<file path="src/rtl/pcie_tl_tx_pkg.sv">
// pcie_tl_tx_pkg: shared TLP sizes, header layout, FSM states and header builder for the TL transmit path
package pcie_tl_tx_pkg;
  localparam int PCIe_DATA_PAYLOAD_SIZE = 128;
  localparam int PCIe_TL_TLP_PACKET_SIZE = 224;
  localparam logic [2:0] FMT_MWR_3DW = 3'b010;
  localparam logic [4:0] TYPE_MEM = 5'b00000;
  typedef enum logic [1:0] {COLLECT, PUSH, RESP} req_state_t;
  typedef struct packed {
    logic [2:0] fmt;
    logic [4:0] typ;
    logic r0;
    logic [2:0] tc;
    logic [9:0] flags;
    logic [9:0] length;
    logic [15:0] req_id;
    logic [7:0] tag;
    logic [3:0] last_be;
    logic [3:0] first_be;
    logic [29:0] addr;
    logic [1:0] r1;
  } tlp_memory_header;
  // Low address bits are dword-aligned away: they always read back as zero.
  function automatic tlp_memory_header build_header(input logic [31:0] addr, input logic [2:0] tc,
                                                    input logic [7:0] tag, input logic [15:0] req_id);
    build_header = '{fmt: FMT_MWR_3DW, typ: TYPE_MEM, r0: 1'b0, tc: tc, flags: '0, length: 10'd4,
                     req_id: req_id, tag: tag, last_be: 4'hF, first_be: 4'hF,
                     addr: addr[31:2], r1: addr[1:0] & 2'b00};
  endfunction
endpackage

</file>
<file path="src/rtl/pcie_tl_tx_fifo.sv">
// pcie_tl_tx_fifo: show-ahead synchronous FIFO (DEPTH power of two), sync active-low reset
//   clk, rst_n      clock and synchronous active-low reset
//   wr_en, wdata    write port (ignored when full)
//   rd_en, rdata    read port; rdata is the head entry whenever !empty
//   full, empty     occupancy flags
module pcie_tl_tx_fifo #(
  parameter int WIDTH = 224,
  parameter int DEPTH = 4
) (
  input  logic             clk,
  input  logic             rst_n,
  input  logic             wr_en,
  input  logic [WIDTH-1:0] wdata,
  input  logic             rd_en,
  output logic [WIDTH-1:0] rdata,
  output logic             full,
  output logic             empty
);
  localparam int AW = $clog2(DEPTH);
  logic [WIDTH-1:0] mem [DEPTH];
  logic [AW-1:0] wptr, rptr;
  logic [AW:0] count;
  logic wr, rd;
  assign wr = wr_en && !full;
  assign rd = rd_en && !empty;
  assign full = count == (AW+1)'(DEPTH);
  assign empty = count == '0;
  assign rdata = mem[rptr];
  always_ff @(posedge clk)
    if (wr) mem[wptr] <= wdata;
  always_ff @(posedge clk)
    if (!rst_n) begin
      wptr <= '0;
      rptr <= '0;
      count <= '0;
    end else begin
      wptr <= wptr + AW'(wr);
      rptr <= rptr + AW'(rd);
      count <= count + (AW+1)'(wr) - (AW+1)'(rd);
    end
endmodule

</file>
<file path="src/rtl/pcie_tl_tx.sv">
// pcie_tl_tx: AXI write requests -> 3DW MWr TLPs, per-VC queues, credit-gated round-robin to the DLL
//   clk, rst                      clock, synchronous active-high reset
//   aw*/w*/b*                     AXI-style write address, data and response channels
//   fc_valid_i[1:0]               per-VC credit return pulses
//   tlp_valid_o, tlp_o, tlp_ready_i  {header[95:0], payload[127:0]} towards the DLL
module pcie_tl_tx
  import pcie_tl_tx_pkg::*;
#(
  parameter int CREDITS = 4,
  parameter logic [15:0] REQ_ID = 16'h0100
) (
  input  logic                               clk,
  input  logic                               rst,
  input  logic                               awvalid_i,
  output logic                               awready_o,
  input  logic [31:0]                        awaddr_i,
  input  logic [2:0]                         awqos_i,
  input  logic                               wvalid_i,
  output logic                               wready_o,
  input  logic [PCIe_DATA_PAYLOAD_SIZE-1:0]  wdata_i,
  output logic                               bvalid_o,
  input  logic                               bready_i,
  input  logic [1:0]                         fc_valid_i,
  output logic                               tlp_valid_o,
  output logic [PCIe_TL_TLP_PACKET_SIZE-1:0] tlp_o,
  input  logic                               tlp_ready_i
);
  localparam int CW = $clog2(CREDITS + 1);
  req_state_t state, state_nx;
  logic aw_held, w_held, aw_fire, w_fire, push, rr, sel, out_free;
  logic [31:0] addr_q;
  logic [2:0] qos_q;
  logic [PCIe_DATA_PAYLOAD_SIZE-1:0] data_q;
  logic [7:0] tag;
  logic [1:0] wr_en, full, empty, elig, pop;
  logic [PCIe_TL_TLP_PACKET_SIZE-1:0] entry;
  logic [PCIe_TL_TLP_PACKET_SIZE-1:0] rdata [2];
  logic [CW-1:0] credit [2];
  assign aw_fire = awvalid_i && awready_o;
  assign w_fire = wvalid_i && wready_o;
  assign push = state == PUSH && !full[qos_q[0]];
  assign wr_en = push ? (qos_q[0] ? 2'b10 : 2'b01) : 2'b00;
  assign entry = {build_header(addr_q, qos_q, tag, REQ_ID), data_q};
  always_ff @(posedge clk)
    state <= rst ? COLLECT : state_nx;
  always_comb begin
    state_nx = state;
    // Both channels may land on the same edge, so the held flags alone would lag by a cycle.
    if (state == COLLECT && (aw_held || aw_fire) && (w_held || w_fire)) state_nx = PUSH;
    if (state == PUSH && push) state_nx = RESP;
    if (state == RESP && bready_i) state_nx = COLLECT;
  end
  always_comb begin
    awready_o = !rst && state == COLLECT && !aw_held;
    wready_o = !rst && state == COLLECT && !w_held;
    bvalid_o = state == RESP;
  end
  always_ff @(posedge clk)
    if (rst) begin
      aw_held <= 1'b0;
      w_held <= 1'b0;
      tag <= '0;
    end else begin
      if (aw_fire) begin
        aw_held <= 1'b1;
        addr_q <= awaddr_i;
        qos_q <= awqos_i;
      end
      if (w_fire) begin
        w_held <= 1'b1;
        data_q <= wdata_i;
      end
      if (push) begin
        aw_held <= 1'b0;
        w_held <= 1'b0;
        tag <= tag + 8'd1;
      end
    end
  for (genvar v = 0; v < 2; v++) begin : g_vc
    assign elig[v] = !empty[v] && credit[v] != '0;
    pcie_tl_tx_fifo #(.WIDTH(PCIe_TL_TLP_PACKET_SIZE), .DEPTH(4)) u_fifo (
      .clk(clk), .rst_n(!rst), .wr_en(wr_en[v]), .wdata(entry),
      .rd_en(pop[v]), .rdata(rdata[v]), .full(full[v]), .empty(empty[v])
    );
  end
  assign out_free = !tlp_valid_o || tlp_ready_i;
  assign sel = elig[rr] ? rr : !rr;
  assign pop = (out_free && |elig) ? (sel ? 2'b10 : 2'b01) : 2'b00;
  always_ff @(posedge clk)
    if (rst) begin
      rr <= 1'b0;
      tlp_valid_o <= 1'b0;
      tlp_o <= '0;
    end else if (|pop) begin
      rr <= !sel;
      tlp_valid_o <= 1'b1;
      tlp_o <= rdata[sel];
    end else if (tlp_ready_i) begin
      tlp_valid_o <= 1'b0;
    end
  // A pop and a return in the same cycle cancel; returns saturate at CREDITS.
  always_ff @(posedge clk)
    for (int i = 0; i < 2; i++)
      if (rst) credit[i] <= CW'(CREDITS);
      else if (pop[i] && !fc_valid_i[i]) credit[i] <= credit[i] - CW'(1);
      else if (!pop[i] && fc_valid_i[i] && credit[i] != CW'(CREDITS)) credit[i] <= credit[i] + CW'(1);
endmodule

</file>
<file path="config.mk">
export PLATFORM = sky130hd
export DESIGN_NAME = pcie_tl_tx
export DESIGN_NICKNAME = d
export VERILOG_FILES = /design/src/rtl/pcie_tl_tx_pkg.sv /design/src/rtl/pcie_tl_tx_fifo.sv /design/src/rtl/pcie_tl_tx.sv
export SDC_FILE = /design/constraint.sdc
export NUM_CORES = 1
export LEC_CHECK = 0
export ABC_AREA = 0
export CAP_MARGIN = 20
export CORE_ASPECT_RATIO = 1.75
export CORE_UTILIZATION = 25
export DETAILED_ROUTE_END_ITERATION = 10
export PLACE_DENSITY = 0.42
export SYNTH_ARGS = -nofsm -noshare
export SYNTH_HDL_FRONTEND = slang
export SYNTH_SLANG_ARGS = --single-unit
</file>
<file path="constraint.sdc">
create_clock -name clk -period 16.3 [get_ports clk]
set_input_delay 4.89 -clock clk [delete_from_list [all_inputs] [get_ports clk]]
set_output_delay 4.89 -clock clk [all_outputs]
set_load 0.005 [all_outputs]
</file>
==> metrics <==
FFs w/ async S/R, synth 0%; post-route fraction of the period consumed by the critical path 67.2%; fraction of power consumed by sequential logic 42.0%; worst reg2reg startpoint credit[0][0]; worst vdd rail ir drop 0.167 mV; later-pin clock latency in the skew report 0.87 ns; hold-fix buffers at CTS 0; area fraction in and, or, nand and nor cells after synthesis 2.25%; number of iterations in the first detailed-routing pass 5; total number of vias 33204; final hold vios 0; most common cell in the netlist sky130_fd_sc_hd__edfxtp_1; met2 capacity usage during global routing 26.1%; sequential share of the synthesized area 77.5%; Die Y 671 um; Synth Area in Compound Gates 5.31%; overall power after layout 12.8 mW; clock power share 32.6%; vias in the first global route 35379; final cell count without fillers 7040; half-perimeter wire length after detailed placement 95.3 mm; fill cell instance count of the final layout 24979; DRC errors left 0; count of pins on the block boundary 399; Critical Path AT 6.06 ns; Commonest cells post-synth sky130_fd_sc_hd__edfxtp_1, sky130_fd_sc_hd__mux4_2, sky130_fd_sc_hd__dfxtp_1; element type at the critical path start input port; combinational fraction of design power 25.4%; PnR worst setup slack 5.35 ns; Total Die Area 258000 um2; met3 usage 2.76%; cell internal power dissipation 8.79 mW; fraction of power spent switching nets 31.5%; synthesized netlist cell count 3200; number of nets with antenna violations after detailed routing 0; Final Routed Wirelength 197 mm; Final Max Tran Viols 0; Worst R2R Path Depth 9; clock tree root driver cell sky130_fd_sc_hd__clkbuf_16; number of clock buffers inserted by TritonCTS 180; First DRT Iteration DRCs 2150; kind of end point of the critical path primary output; Placed Area 71100 um2; minimum hold slack 0.518 ns; static leakage power 23.4 nW; achievable frequency 91.3 MHz; Final Net Count 3745; average detailed-routed wire length per instance 27.9 um; summed instance area of the synthesized netlist 63900 um2; Placement Setup Slack 5.36 ns; placed cell count 6711; area leader, netlist sky130_fd_sc_hd__edfxtp_1; wire length of the first global-routing pass 275 mm; Top Usage Layer GRT met2; Post-Route Skew 0.0769 ns; Die Width 384 um; endpoint of the lowest-slack register-to-register path tlp_o[90]; Final Instance Area 76900 um2; number of setup buffers added after CTS 0; TritonCTS clock tree built; switching power total 4.05 mW; relative slew slack 29.3%; number of enable flip-flop cells after synthesis 1519; maximum number of pins on one net before global-route repair 126; Post-Syn Area per Cell 20.0 um2; setup repair after global routing missed its margin false; arithmetic-cell share of the synthesized area counting full adders, half adders and majority gates 0.329%; fraction of layout cells with a size suffix above 1 18.9%; post-synthesis mux area share 12.0%; number of placement rows 245; max_cap viols 0; total power divided by cell area 167 nW/um2; worst min-delay path endpoint tlp_o[96]; result of the run finished clean; Yosys Warn Count 0; RePlAce Congestion 0.674; clock slew at the register clock pins of the worst setup and hold paths 0.06 ns; total of flip-flops plus latches after synthesis 1717; post-cts gate resize count 0; top area cells in the synthesized netlist sky130_fd_sc_hd__edfxtp_1, sky130_fd_sc_hd__mux4_2, sky130_fd_sc_hd__dfxtp_1, sky130_fd_sc_hd__a311oi_1, sky130_fd_sc_hd__a21oi_1; Slew @ Worst Pin 1.06 ns; Reg2Reg Setup Slack 11.61 ns; Worst EP required 11.41 ns; dominant combinational cell family by area after synthesis multiplexers; detailed-route vias per instance 4.72; Worst Setup Path Type in -> out; overall overflow remaining after global route 0; count of different cell masters after synthesis 54; share of the synthesized area in the top cell type 71.3%; Layout Utilization 30.2%; Min-Delay Path Class reg -> reg; antenna violations before repair 10; Sink Count 1717; top_reg_cell synth sky130_fd_sc_hd__edfxtp_1; level count of the clock H-tree 4; shortest period the worst path allows 10.95 ns; initial core utilization 25.1%; total global-route track usage 15.1%; CP max FO 23; CTS Buffer Depth 4; area inside the core boundary 254000 um2; beginning of the worst hold path tlp_o[96]; Layout area overhead 20.3%; total negative slack for setup checks 0 ns; Port Buffers 352; Hold Crit Depth 2; met1 track utilization from global routing 19.0%; xor-xnor portion of the synthesized cell area 0.178%; setup violators final 0
## sequential cells by signal (all words and copies together), names as in the netlist
| signal | count |
|---|---|
| tlp_o | 170 |
| credit | 6 |
| g_vc.u_fifo.wptr | 4 |
| qos_q | 3 |
| tag | 8 |
| state | 2 |
| data_q | 128 |
| rr | 1 |
| g_vc.u_fifo.rptr | 4 |
| g_vc.u_fifo.count | 6 |
| addr_q | 30 |
| g_vc.u_fifo.mem | 1352 |
| tlp_valid_o | 1 |
| aw_held | 1 |
| w_held | 1 |
## layout make-up
cell class / count / area (um2) / area share, %
timing repair buffer: 420 / 4190 / 5.45
tap: 3334 / 4170 / 5.42
inverter: 11 / 41.3 / 0.0537
clock inverter: 88 / 947 / 1.23
clock buffer: 236 / 4910 / 6.38
sequential: 1717 / 49600 / 64.5
multi-input combinational: 1229 / 13100 / 17.0
antenna: 5 / 12.5 / 0.0163
## critical path: stages
cell and delay [ns]:
sky130_fd_sc_hd__buf_8 0.16, sky130_fd_sc_hd__or3_1 0.35, sky130_fd_sc_hd__nor2_1 0.14, sky130_fd_sc_hd__clkdlybuf4s50_1 0.52
## power by group through the flow
stage,Combinational (mW),Clock [mW],Sequential (mW)
3_5_place_dp,3.37,0,5.50
4_1_cts,3.37,4.34,5.41
2_1_floorplan,1.96,0,5.35
5_1_grt,3.54,4.46,5.43
3_3_place_gp,3.35,0,5.49
6_report,3.26,4.18,5.39
## worst max path at each step
stage,cells after the start,start,slack [ns],endpoint
floorplan,4,state[0],1.79,g_vc[1].u_fifo.mem[0][0]
global placement,4,rst,5.34,wready_o
detailed placement,4,rst,5.36,wready_o
CTS,4,rst,5.35,wready_o
global route,4,rst,5.27,wready_o
finish,4,rst,5.35,wready_o
## layout by cell type (no fill, tap or decap), types with 29 or more instances in the layout
| master | Yosys | layout |
|---|---|---|
| sky130_fd_sc_hd__clkinv_2 | 0 | 29 |
| sky130_fd_sc_hd__edfxtp_1 | 1519 | 1519 |
| sky130_fd_sc_hd__buf_4 | 65 | 56 |
| sky130_fd_sc_hd__nand3_1 | 172 | 172 |
| sky130_fd_sc_hd__o21ai_0 | 148 | 148 |
| sky130_fd_sc_hd__dfxtp_1 | 198 | 194 |
| sky130_fd_sc_hd__nor2_1 | 33 | 30 |
| sky130_fd_sc_hd__conb_1 | 1 | 44 |
| sky130_fd_sc_hd__mux4_2 | 338 | 338 |
| sky130_fd_sc_hd__clkdlybuf4s50_1 | 0 | 351 |
| sky130_fd_sc_hd__a311oi_1 | 170 | 170 |
| sky130_fd_sc_hd__a21oi_1 | 178 | 178 |
| sky130_fd_sc_hd__clkbuf_1 | 119 | 39 |
| sky130_fd_sc_hd__clkbuf_16 | 0 | 182 |
## metal layers
metal	wire, um	share of wire, %
met5	22	0.011
met4	5240	2.7
met3	10700	5.4
met2	99300	51
met1	81300	41
## cell families (layout without fill, tap and decap cells)
logic type / Yosys count / after routing
XOR/XNOR: 13 / 13
AND/OR/NAND/NOR: 277 / 277
AO/OA/AOI/OAI: 538 / 538
buffers and inverters: 297 / 755
multiplexers: 342 / 342
flip-flops: 1717 / 1717
adder cells (fa/ha/maj): 15 / 15
other: 1 / 49
(Power assumes the default switching activity.)
